## config.mk

```make
export PLATFORM = sky130hd
export DESIGN_NAME = alu_issue
export DESIGN_NICKNAME = d
export VERILOG_FILES = /design/src/rtl/rv32i_pkg.sv /design/src/rtl/issue_scoreboard.sv /design/src/rtl/alu_issue.sv
export SDC_FILE = /design/constraint.sdc
export NUM_CORES = 1
export LEC_CHECK = 0
export ABC_AREA = 1
export BUFFER_PORTS_ARGS = -buffer_cell sky130_fd_sc_hd__buf_2
export CAP_MARGIN = 20
export CORE_ASPECT_RATIO = 2
export CORE_UTILIZATION = 35
export CTS_CLUSTER_SIZE = 10
export DETAILED_ROUTE_END_ITERATION = 7
export PLACE_DENSITY_LB_ADDON = 0.08
export SYNTH_ARGS = -nofsm -noshare
export SYNTH_HDL_FRONTEND = slang
export SYNTH_SLANG_ARGS = --single-unit
```

## constraint.sdc

```tcl
create_clock -name clk -period 6.9 [get_ports clk]
set_input_delay 1.38 -clock clk [delete_from_list [all_inputs] [get_ports clk]]
set_output_delay 1.38 -clock clk [all_outputs]
set_load 0.02 [all_outputs]
```

## src/rtl/rv32i_pkg.sv

```systemverilog
// Shared RV32I decode constants and immediate extraction for the issue stages.
package rv32i_pkg;

    localparam logic [6:0] OP     = 7'b0110011;
    localparam logic [6:0] OP_IMM = 7'b0010011;
    localparam logic [6:0] LUI    = 7'b0110111;
    localparam logic [6:0] AUIPC  = 7'b0010111;

    localparam logic [2:0] F3_ADD  = 3'b000;
    localparam logic [2:0] F3_SLL  = 3'b001;
    localparam logic [2:0] F3_SLT  = 3'b010;
    localparam logic [2:0] F3_SLTU = 3'b011;
    localparam logic [2:0] F3_XOR  = 3'b100;
    localparam logic [2:0] F3_SRL  = 3'b101;
    localparam logic [2:0] F3_OR   = 3'b110;
    localparam logic [2:0] F3_AND  = 3'b111;

    localparam logic [6:0] F7_BASE = 7'b0000000;
    localparam logic [6:0] F7_ALT  = 7'b0100000;

    typedef enum logic {FMT_I, FMT_U} imm_fmt_e;

    typedef struct packed {
        logic [2:0]  funct3;
        logic        mod;
        logic        immediate;
        logic [31:0] val1;
        logic [31:0] val2;
        logic [4:0]  rd;
        logic        illegal;
    } alu_bundle_t;

    function automatic logic [31:0] imm_extract(input logic [31:0] instr, input imm_fmt_e fmt);
        logic signed [11:0] imm_i;
        logic signed [31:0] imm_i_ext;
        imm_i     = instr[31:20];
        imm_i_ext = imm_i;
        if (fmt == FMT_U)
            return {instr[31:12], 12'b0};
        return imm_i_ext;
    endfunction

endpackage

```

## src/rtl/issue_scoreboard.sv

```systemverilog
// Register busy bitmap: one set port, one clear port, three read ports; x0 never busy.
module issue_scoreboard (
    input  logic       clk,
    input  logic       rst,
    input  logic       set_en,
    input  logic [4:0] set_idx,
    input  logic       clr_en,
    input  logic [4:0] clr_idx,
    input  logic [4:0] rd_idx1,
    input  logic [4:0] rd_idx2,
    input  logic [4:0] rd_idx3,
    output logic       busy1,
    output logic       busy2,
    output logic       busy3
);

    logic [31:0] busy;
    logic [31:0] busy_nxt;

    // Set is applied after clear so a coinciding set of the same bit wins.
    always_comb begin
        busy_nxt = busy;
        if (clr_en)
            busy_nxt[clr_idx] = 1'b0;
        if (set_en)
            busy_nxt[set_idx] = 1'b1;
        busy_nxt[0] = 1'b0;
    end

    always_ff @(posedge clk) begin
        if (rst)
            busy <= '0;
        else
            busy <= busy_nxt;
    end

    assign busy1 = busy[rd_idx1];
    assign busy2 = busy[rd_idx2];
    assign busy3 = busy[rd_idx3];

endmodule

```

## src/rtl/alu_issue.sv

```systemverilog
// RV32I decode/issue stage: holds one instruction, reads operands, stalls on
// busy registers and presents a registered ALU operand bundle.
module alu_issue
    import rv32i_pkg::*;
#(
    parameter int XLEN         = 32,
    parameter bit STALL_ON_WAW = 1'b1
) (
    input  logic            clk,
    input  logic            rst,
    input  logic            in_valid,
    output logic            in_ready,
    input  logic [31:0]     in_instr,
    input  logic [XLEN-1:0] in_pc,
    output logic [4:0]      rf_rs1_addr,
    output logic [4:0]      rf_rs2_addr,
    input  logic [XLEN-1:0] rf_rs1_data,
    input  logic [XLEN-1:0] rf_rs2_data,
    input  logic            wb_valid,
    input  logic [4:0]      wb_rd,
    output logic            alu_valid,
    input  logic            alu_ready,
    output logic [2:0]      alu_funct3,
    output logic            alu_mod,
    output logic            alu_immediate,
    output logic [XLEN-1:0] alu_val1,
    output logic [XLEN-1:0] alu_val2,
    output logic [4:0]      alu_rd,
    output logic            alu_illegal
);

    localparam logic [1:0] S_IDLE   = 2'd0;
    localparam logic [1:0] S_DECODE = 2'd1;
    localparam logic [1:0] S_HOLD   = 2'd2;

    logic [1:0]      state;
    logic [31:0]     instr_p0;
    logic [XLEN-1:0] pc_p0;
    alu_bundle_t     dec;
    alu_bundle_t     bundle_p1;

    logic [6:0] opcode, f7;
    logic [2:0] f3;
    logic       legal, use1, use2, wr;
    logic       busy1, busy2, busy3, hazard, set_en;

    assign opcode      = instr_p0[6:0];
    assign f3          = instr_p0[14:12];
    assign f7          = instr_p0[31:25];
    assign rf_rs1_addr = instr_p0[19:15];
    assign rf_rs2_addr = instr_p0[24:20];

    always_comb begin
        dec        = '0;
        dec.rd     = instr_p0[11:7];
        legal      = 1'b0;
        use1       = 1'b0;
        use2       = 1'b0;
        wr         = 1'b0;
        case (opcode)
            OP: begin
                legal = (f7 == F7_BASE) || (f7 == F7_ALT && (f3 == F3_ADD || f3 == F3_SRL));
                if (legal) begin
                    use1       = 1'b1;
                    use2       = 1'b1;
                    wr         = 1'b1;
                    dec.funct3 = f3;
                    dec.mod    = instr_p0[30];
                    dec.val1   = rf_rs1_data;
                    dec.val2   = rf_rs2_data;
                end
            end
            OP_IMM: begin
                if (f3 == F3_SLL)
                    legal = (f7 == F7_BASE);
                else if (f3 == F3_SRL)
                    legal = (f7 == F7_BASE) || (f7 == F7_ALT);
                else
                    legal = 1'b1;
                if (legal) begin
                    use1          = 1'b1;
                    wr            = 1'b1;
                    dec.funct3    = f3;
                    dec.mod       = (f3 == F3_SRL) ? instr_p0[30] : 1'b0;
                    dec.immediate = 1'b1;
                    dec.val1      = rf_rs1_data;
                    dec.val2      = imm_extract(instr_p0, FMT_I);
                end
            end
            LUI, AUIPC: begin
                legal         = 1'b1;
                wr            = 1'b1;
                dec.funct3    = F3_ADD;
                dec.immediate = 1'b1;
                dec.val1      = (opcode == AUIPC) ? pc_p0 : '0;
                dec.val2      = imm_extract(instr_p0, FMT_U);
            end
            default: legal = 1'b0;
        endcase
        dec.illegal = !legal;
    end

    // Illegal instructions never raise use/wr, so they bypass the hazard check.
    assign hazard = (use1 && busy1) || (use2 && busy2) || (STALL_ON_WAW && wr && busy3);
    assign set_en = (state == S_DECODE) && !hazard && legal && (dec.rd != 5'd0);

    issue_scoreboard u_sb (
        .clk     (clk),
        .rst     (rst),
        .set_en  (set_en),
        .set_idx (dec.rd),
        .clr_en  (wb_valid),
        .clr_idx (wb_rd),
        .rd_idx1 (rf_rs1_addr),
        .rd_idx2 (rf_rs2_addr),
        .rd_idx3 (dec.rd),
        .busy1   (busy1),
        .busy2   (busy2),
        .busy3   (busy3)
    );

    // Stage p0: capture the offered instruction
    always_ff @(posedge clk) begin
        if (in_valid && in_ready) begin
            instr_p0 <= in_instr;
            pc_p0    <= in_pc;
        end
    end

    // Stage p1: operand bundle held until execute accepts it
    always_ff @(posedge clk) begin
        if (rst) begin
            state     <= S_IDLE;
            bundle_p1 <= '0;
        end else begin
            case (state)
                S_IDLE:   if (in_valid) state <= S_DECODE;
                S_DECODE: if (!hazard) begin
                    bundle_p1 <= dec;
                    state     <= S_HOLD;
                end
                S_HOLD:   if (alu_ready) state <= S_IDLE;
                default:  state <= S_IDLE;
            endcase
        end
    end

    assign in_ready      = (state == S_IDLE) && !rst;
    assign alu_valid     = (state == S_HOLD);
    assign alu_funct3    = bundle_p1.funct3;
    assign alu_mod       = bundle_p1.mod;
    assign alu_immediate = bundle_p1.immediate;
    assign alu_val1      = bundle_p1.val1;
    assign alu_val2      = bundle_p1.val2;
    assign alu_rd        = bundle_p1.rd;
    assign alu_illegal   = bundle_p1.illegal;

endmodule

```

# [After elaboration in Yosys (flattened, before gate mapping)]
# Cells that the tools add are included.
[totals] register_bits=173 inputBits=138 out_inout_bits=87 elab_cells=96
[classes] order_cmp=6 n_eq_ne=12 muxes=36 n_bitwise=4 n_reduce_logical=26
[op_table] cell="64-bit one-hot mux with 3 select lines" count=1
[op_table] cell="32-bit two-way mux" count=3
[op_table] cell="69-bit two-way mux" count=1
[op_table] cell="64-bit two-way mux" count=1
[op_table] cell="32-bit bitwise AND" count=1
[op_table] cell="32-bit NOT" count=1
[op_table] cell="32-bit bitwise OR" count=1
[op_table] cell="31-bit two-way mux" count=1
[op_table] cell="5-bit by 6-bit less-than comparator with 1-bit output, second input constant" count=4
[op_table] cell="7-bit by 6-bit == test with 1-bit output, second input constant" count=3
[op_table] cell="1-bit binary-select mux with 5-bit select" count=3
[op_table] cell="7-bit by 5-bit == test with 1-bit output, second input constant" count=2
[op_table] cell="1-bit two-way mux" count=13
[op_table] cell="1-bit logical AND" count=11
[op_table] cell="1-bit demux with 5-bit select" count=2
[op_table] cell="5-bit by 1-bit >= comparator with 1-bit output, second input constant" count=2
[op_table] cell="7-bit zero test" count=1
[op_table] cell="2-bit two-way mux" count=3
[op_table] cell="1-bit one-hot mux with 2 select lines" count=3
[op_table] cell="1-bit one-hot mux with 3 select lines" count=2
[op_table] cell="2-bit one-hot mux with 3 select lines" count=1
[op_table] cell="3-bit one-hot mux with 2 select lines" count=1
[op_table] cell="1-bit logical OR" count=5
[op_table] cell="5-bit nonzero test" count=1
[op_table] cell="other kinds (14)" count=17

# [Longest topological paths before layout]
[logic_depth] word_depth=15 mapped_depth=17

# [By module]
# A second synthesis with hierarchy kept.
[hier_totals] hier_cells=1209 area_unflattened_um2=8719.6
[modules_own_cells] mod="alu_issue" n_inst=1 cells_each=816 area_each_um2=6389.9 seq_area_each_um2=3463.3
[modules_own_cells] mod="issue_scoreboard" n_inst=1 cells_each=393 area_each_um2=2329.7 seq_area_each_um2=620.6

# [Worst setup path before layout]
# No wires, ideal clock.
[synth_path] path_kind="input to register" from="input port rst" to="register instr_p0[0], enable pin" arrival_time_ns=3.314 t_required_ns=6.482 path_slack_ns=3.168 cell_stages=3 cell_sequence="nor3_1 > nand2_1 > inv_1"
[synth_via] elab_chain_len=3
[synth_lines] item="start, declared" line="alu_issue.sv:10" text="input logic rst,"
[synth_lines] item="1-bit zero test" line="alu_issue.sv:148" text="assign in_ready = (state == S_IDLE) && !rst;"
[synth_lines] item="1-bit logical AND" line="alu_issue.sv:148"
[synth_lines] item="1-bit logical AND" line="alu_issue.sv:124" text="if (in_valid && in_ready) begin"
[synth_lines] item="end signal, assigned" line="alu_issue.sv:125" text="instr_p0 <= in_instr;"
[synth_lines] item="end, declared" line="alu_issue.sv:37" text="logic [31:0] instr_p0;"
# Every way passes these cells.
# A chain may end at the register's enable or synchronous reset.

# [Worst setup path in the final report]
[layout_path] from="register instr_p0[31]" to="register u_sb.busy[10]"
[layout_via] elab_chain_len=15 elab_cells_between_ends=24
[layout_lines] item="7-bit by 6-bit == test with 1-bit output / 7-bit zero test (equally long branches)" line="alu_issue.sv:62, alu_issue.sv:77, alu_issue.sv:75"
[layout_lines] item="1-bit logical OR" line="alu_issue.sv:77" text="legal = (f7 == F7_BASE) || (f7 == F7_ALT);"
[layout_lines] item="1-bit two-way mux" line="alu_issue.sv:76" text="else if (f3 == F3_SRL)"
[layout_lines] item="1-bit two-way mux" line="alu_issue.sv:74" text="if (f3 == F3_SLL)"
[layout_lines] item="1-bit two-way mux" line="alu_issue.sv:60" text="case (opcode)"
[layout_lines] item="1-bit two-way mux" line="alu_issue.sv:80" text="if (legal) begin"
[layout_lines] item="1-bit one-hot mux with 2 select lines" line="alu_issue.sv:60"
[layout_lines] item="1-bit logical AND" line="alu_issue.sv:104" text="assign hazard = (use1 && busy1) || (use2 && busy2) || (STALL_ON_WAW && wr && busy3);"
[layout_lines] item="1-bit logical OR (2 in series)" line="alu_issue.sv:104"
[layout_lines] item="1-bit zero test"
[layout_lines] item="1-bit logical AND" line="alu_issue.sv:105" text="assign set_en = (state == S_DECODE) && !hazard && legal && (dec.rd != 5'd0);"
[layout_lines] item="1-bit logical AND * (2 in series)" line="alu_issue.sv:105"
[layout_lines] item="32-bit two-way mux *" line="issue_scoreboard.sv:25" text="if (set_en)"
[layout_lines] item="end signal, assigned" line="issue_scoreboard.sv:34" text="busy <= busy_nxt;"
[layout_lines] item="end, declared" line="issue_scoreboard.sv:17" text="logic [31:0] busy;"
# Mark *: on every way between the ends. The rest lies on a longest branch, timed or not. The select of a mux whose other input is x is not followed.

==> results_dict.tcl <==
set metrics [dict create \
    arrival_ns 4.55 \
    cp_max_fo 78 \
    ys_async_sr_fraction_pct 0 \
    r2r_slack_ns 2.73 \
    grt_util_met3_pct 4.99 \
    r2r-end "u_sb.busy[10]$_SDFF_PP0_" \
    max_stage_delay_ns 0.73 \
    cts-root-buf "clkbuf_16" \
    cap_violations 0 \
    power_density_nw_per_um2 233 \
    final_cell_area_um2 9750 \
    syn_to_final_growth_pct 21.6 \
    ys_warn_count 0 \
    tns_ns 0 \
    start_util_pct 35.6 \
    synth_adder_area_share_pct 0 \
    cts_made_buffers 17 \
    slowest_stage "buf_4" \
    num_io_pins 225 \
    grt_pass1_wl_mm 42.0 \
    viasPerCell 5.15 \
    cellLeakagePower_nw 4.00 \
    dieArea_um2 23600 \
    end_kind "flip-flop" \
    synth_area_um2 8020 \
    die-width_um 109 \
    top_usage_layer "met2" \
    period_minus_slack_ns 4.17 \
    cts_max_level 4 \
    clk_pin_slew_ns 0.07 \
    synth_compound_area_share_pct 16.1 \
    crit_path_start_kind "flip-flop" \
    wl_per_cell_um 19.0 \
    postSynthCellCount 1008 \
    multi_input_area_um2 3320 \
    power_mw 2.28 \
    yosys.area.top_type "dfxtp_1" \
    cts_tree "done" \
    seq_area_um2 4080 \
    synth_area_leaders "dfxtp_1, edfxtp_1, nand2_1" \
    synth_edf_count 64 \
    grt_max_degree 79 \
    fp-row-count 78 \
    dp_hpwl_mm 20.5 \
    nNetsFinal 1322 \
    skew_ns 0.00734 \
    grtUsageMet1_pct 23.4 \
    fin_crit_sh_pct 60.5 \
    drt_iter0_markers 463 \
    drive_above_1_share_pct 22.4 \
    fillers 2340 \
    crit_chain "nor2_1, nand2_1, nor2_1, nor2_1, nand2_1, nand2_1, nand2_2, nand3_1, nand3_2, nor2_4, buf_4, nand4_1, a21oi_1" \
    synth-main-ff-cell "dfxtp_1" \
    overflow 0 \
    cts_hold_buf 0 \
    synth-simple-area-share_pct 25.3 \
    syn-mean-instance-area_um2 7.96 \
    first_pass_iters 7 \
    synth.top_cell.area_share_pct 27.0 \
    antenna_cells 0 \
    maxSlewViolCount 0 \
    finalHoldViolCount 0 \
    synth.most_common_cell "nand2_1" \
    die_y_um 216 \
    outcome "finished, final reports clean" \
    cts-resized-gates 0 \
    ys_seq_area_share_pct 50.9 \
    portBuffers 224 \
    crit_end "u_sb.busy[10]$_SDFF_PP0_" \
    slew-limit-headroom_pct 33.7 \
    setup_viol 0 \
    yosys-top-cells-count "nand2_1, dfxtp_1, a21oi_1" \
    synthXorXnorAreaFrac_pct 0 \
    num_vias 7606 \
    path_class "reg -> reg" \
    dpl_cell_area_um2 9140 \
    post-cts-setup-buffers 0 \
    drt-total-wl_mm 28.0 \
    setup.worst_path.start "instr_p0[31]$_DFFE_PP_" \
    drcViolationCount 0 \
    cts_sinks 172 \
    holdWs_ns 0.458 \
    tightest_slew_ns 0.993 \
    grtUsageTotal_pct 24.7 \
    grtUsageMet2_pct 45.7 \
    ir_drop_uv 210 \
    antenna_found_initial 1 \
    rsz0062_at_grt "no" \
    hold_class "reg -> reg" \
    grt_pass1_vias 7397 \
    max_freq_mhz 240 \
    ys_ff_latch 172 \
    clk_latency_ns 0.45 \
    synthMuxAreaShare_pct 0 \
    postRouteAntennaNets 0 \
    cp.required_ns 7.28 \
    gp_congestion 0.896 \
    synth_top_family_by_area "simple AND/OR/NAND/NOR gates" \
    ff2ff_path_depth 13 \
    min_from "alu_val1[26]$_SDFFE_PP0P_" \
    synth_nets 1146 \
    clockBufferDepth 2 \
    reg2reg_from "instr_p0[31]$_DFFE_PP_" \
    synth_cell_type_count 26 \
    fp.coreArea_um2 22500 \
]
## cells in the final DEF, fill, tap and decap left out, types with 10 or more instances in the layout
master,count
inv_1,49
clkbuf_16,20
buf_2,223
nand3_1,74
nor3_1,10
nand2_1,270
nor2_1,94
o21ai_0,64
a21oi_1,99
o211ai_1,19
a22o_1,32
dfxtp_1,108
edfxtp_1,64
nand4_1,31
## sequential cells by signal (all words and copies together), names as in the netlist
signal	flops
alu_funct3	3
alu_illegal	1
alu_immediate	1
alu_mod	1
alu_rd	5
alu_val1	32
alu_val2	32
instr_p0	32
pc_p0	32
state	2
u_sb.busy	31
## report_power, final
| group | leakage (nW) | total (mW) | switching, mW | internal (mW) |
|---|---|---|---|---|
| Clock | 0.297 | 0.990 | 0.410 | 0.580 |
| Combinational | 2.24 | 0.182 | 0.123 | 0.0597 |
| Sequential | 1.47 | 1.10 | 0.0213 | 1.08 |
## critical path: cells and delay by family (launching register included)
kind,cells,cell delay [ns]
flops,1,0.40
buf+inv,1,0.73
simple gates,11,2.67
compound gates,1,0.16
## stage by stage
| step | cells | setup WS [ns] | util (%) |
|---|---|---|---|
| global route | 1477 | 2.37 | 43.3 |
| finish | 1477 | 2.73 | 43.3 |
| detailed placement | 1445 | 2.70 | 40.5 |
| CTS | 1477 | 2.69 | 43.3 |
| floorplan | 1008 | 3.17 | - |
| global placement | 1444 | 2.73 | 40.4 |
## routing by layer
metal | share of wire, % | routed length (µm) | vias up
met1 | 34 | 9490 | 3520
met5 | 0.039 | 11 | -
met3 | 4.8 | 1340 | 62
li1 | - | - | 3769
met2 | 55 | 15300 | 253
met4 | 6.6 | 1840 | 2
## worst min-delay path by stage
stage	end	cells past startpoint
after global placement	alu_val1[8]$_SDFFE_PP0P_	2
final	alu_val1[26]$_SDFFE_PP0P_	2
after floorplan	u_sb.busy[3]$_SDFF_PP0_	2
after CTS	alu_val1[26]$_SDFFE_PP0P_	2
after detailed placement	alu_funct3[1]$_SDFFE_PP0P_	2
after global routing	alu_val1[24]$_SDFFE_PP0P_	2
## cell type report
cell class              count  share of cell area [%]
repair buffers            229                    12.0
flip-flops and latches    172                    41.9
clock buffers              24                    5.49
inverters                  55                    2.14
well taps                 280                    3.59
multi-input cells         709                    34.1
clock inverters             8                   0.783
## cell families (layout without fill, tap and decap cells)
logic type / count (synthesis) / in the layout
buffers and inverters: 127 / 316
DFF: 172 / 172
AOI/OAI and AO/OA: 224 / 224
and+or+nand+nor: 485 / 485
No activity file was read; power rests on OpenSTA's default activity.
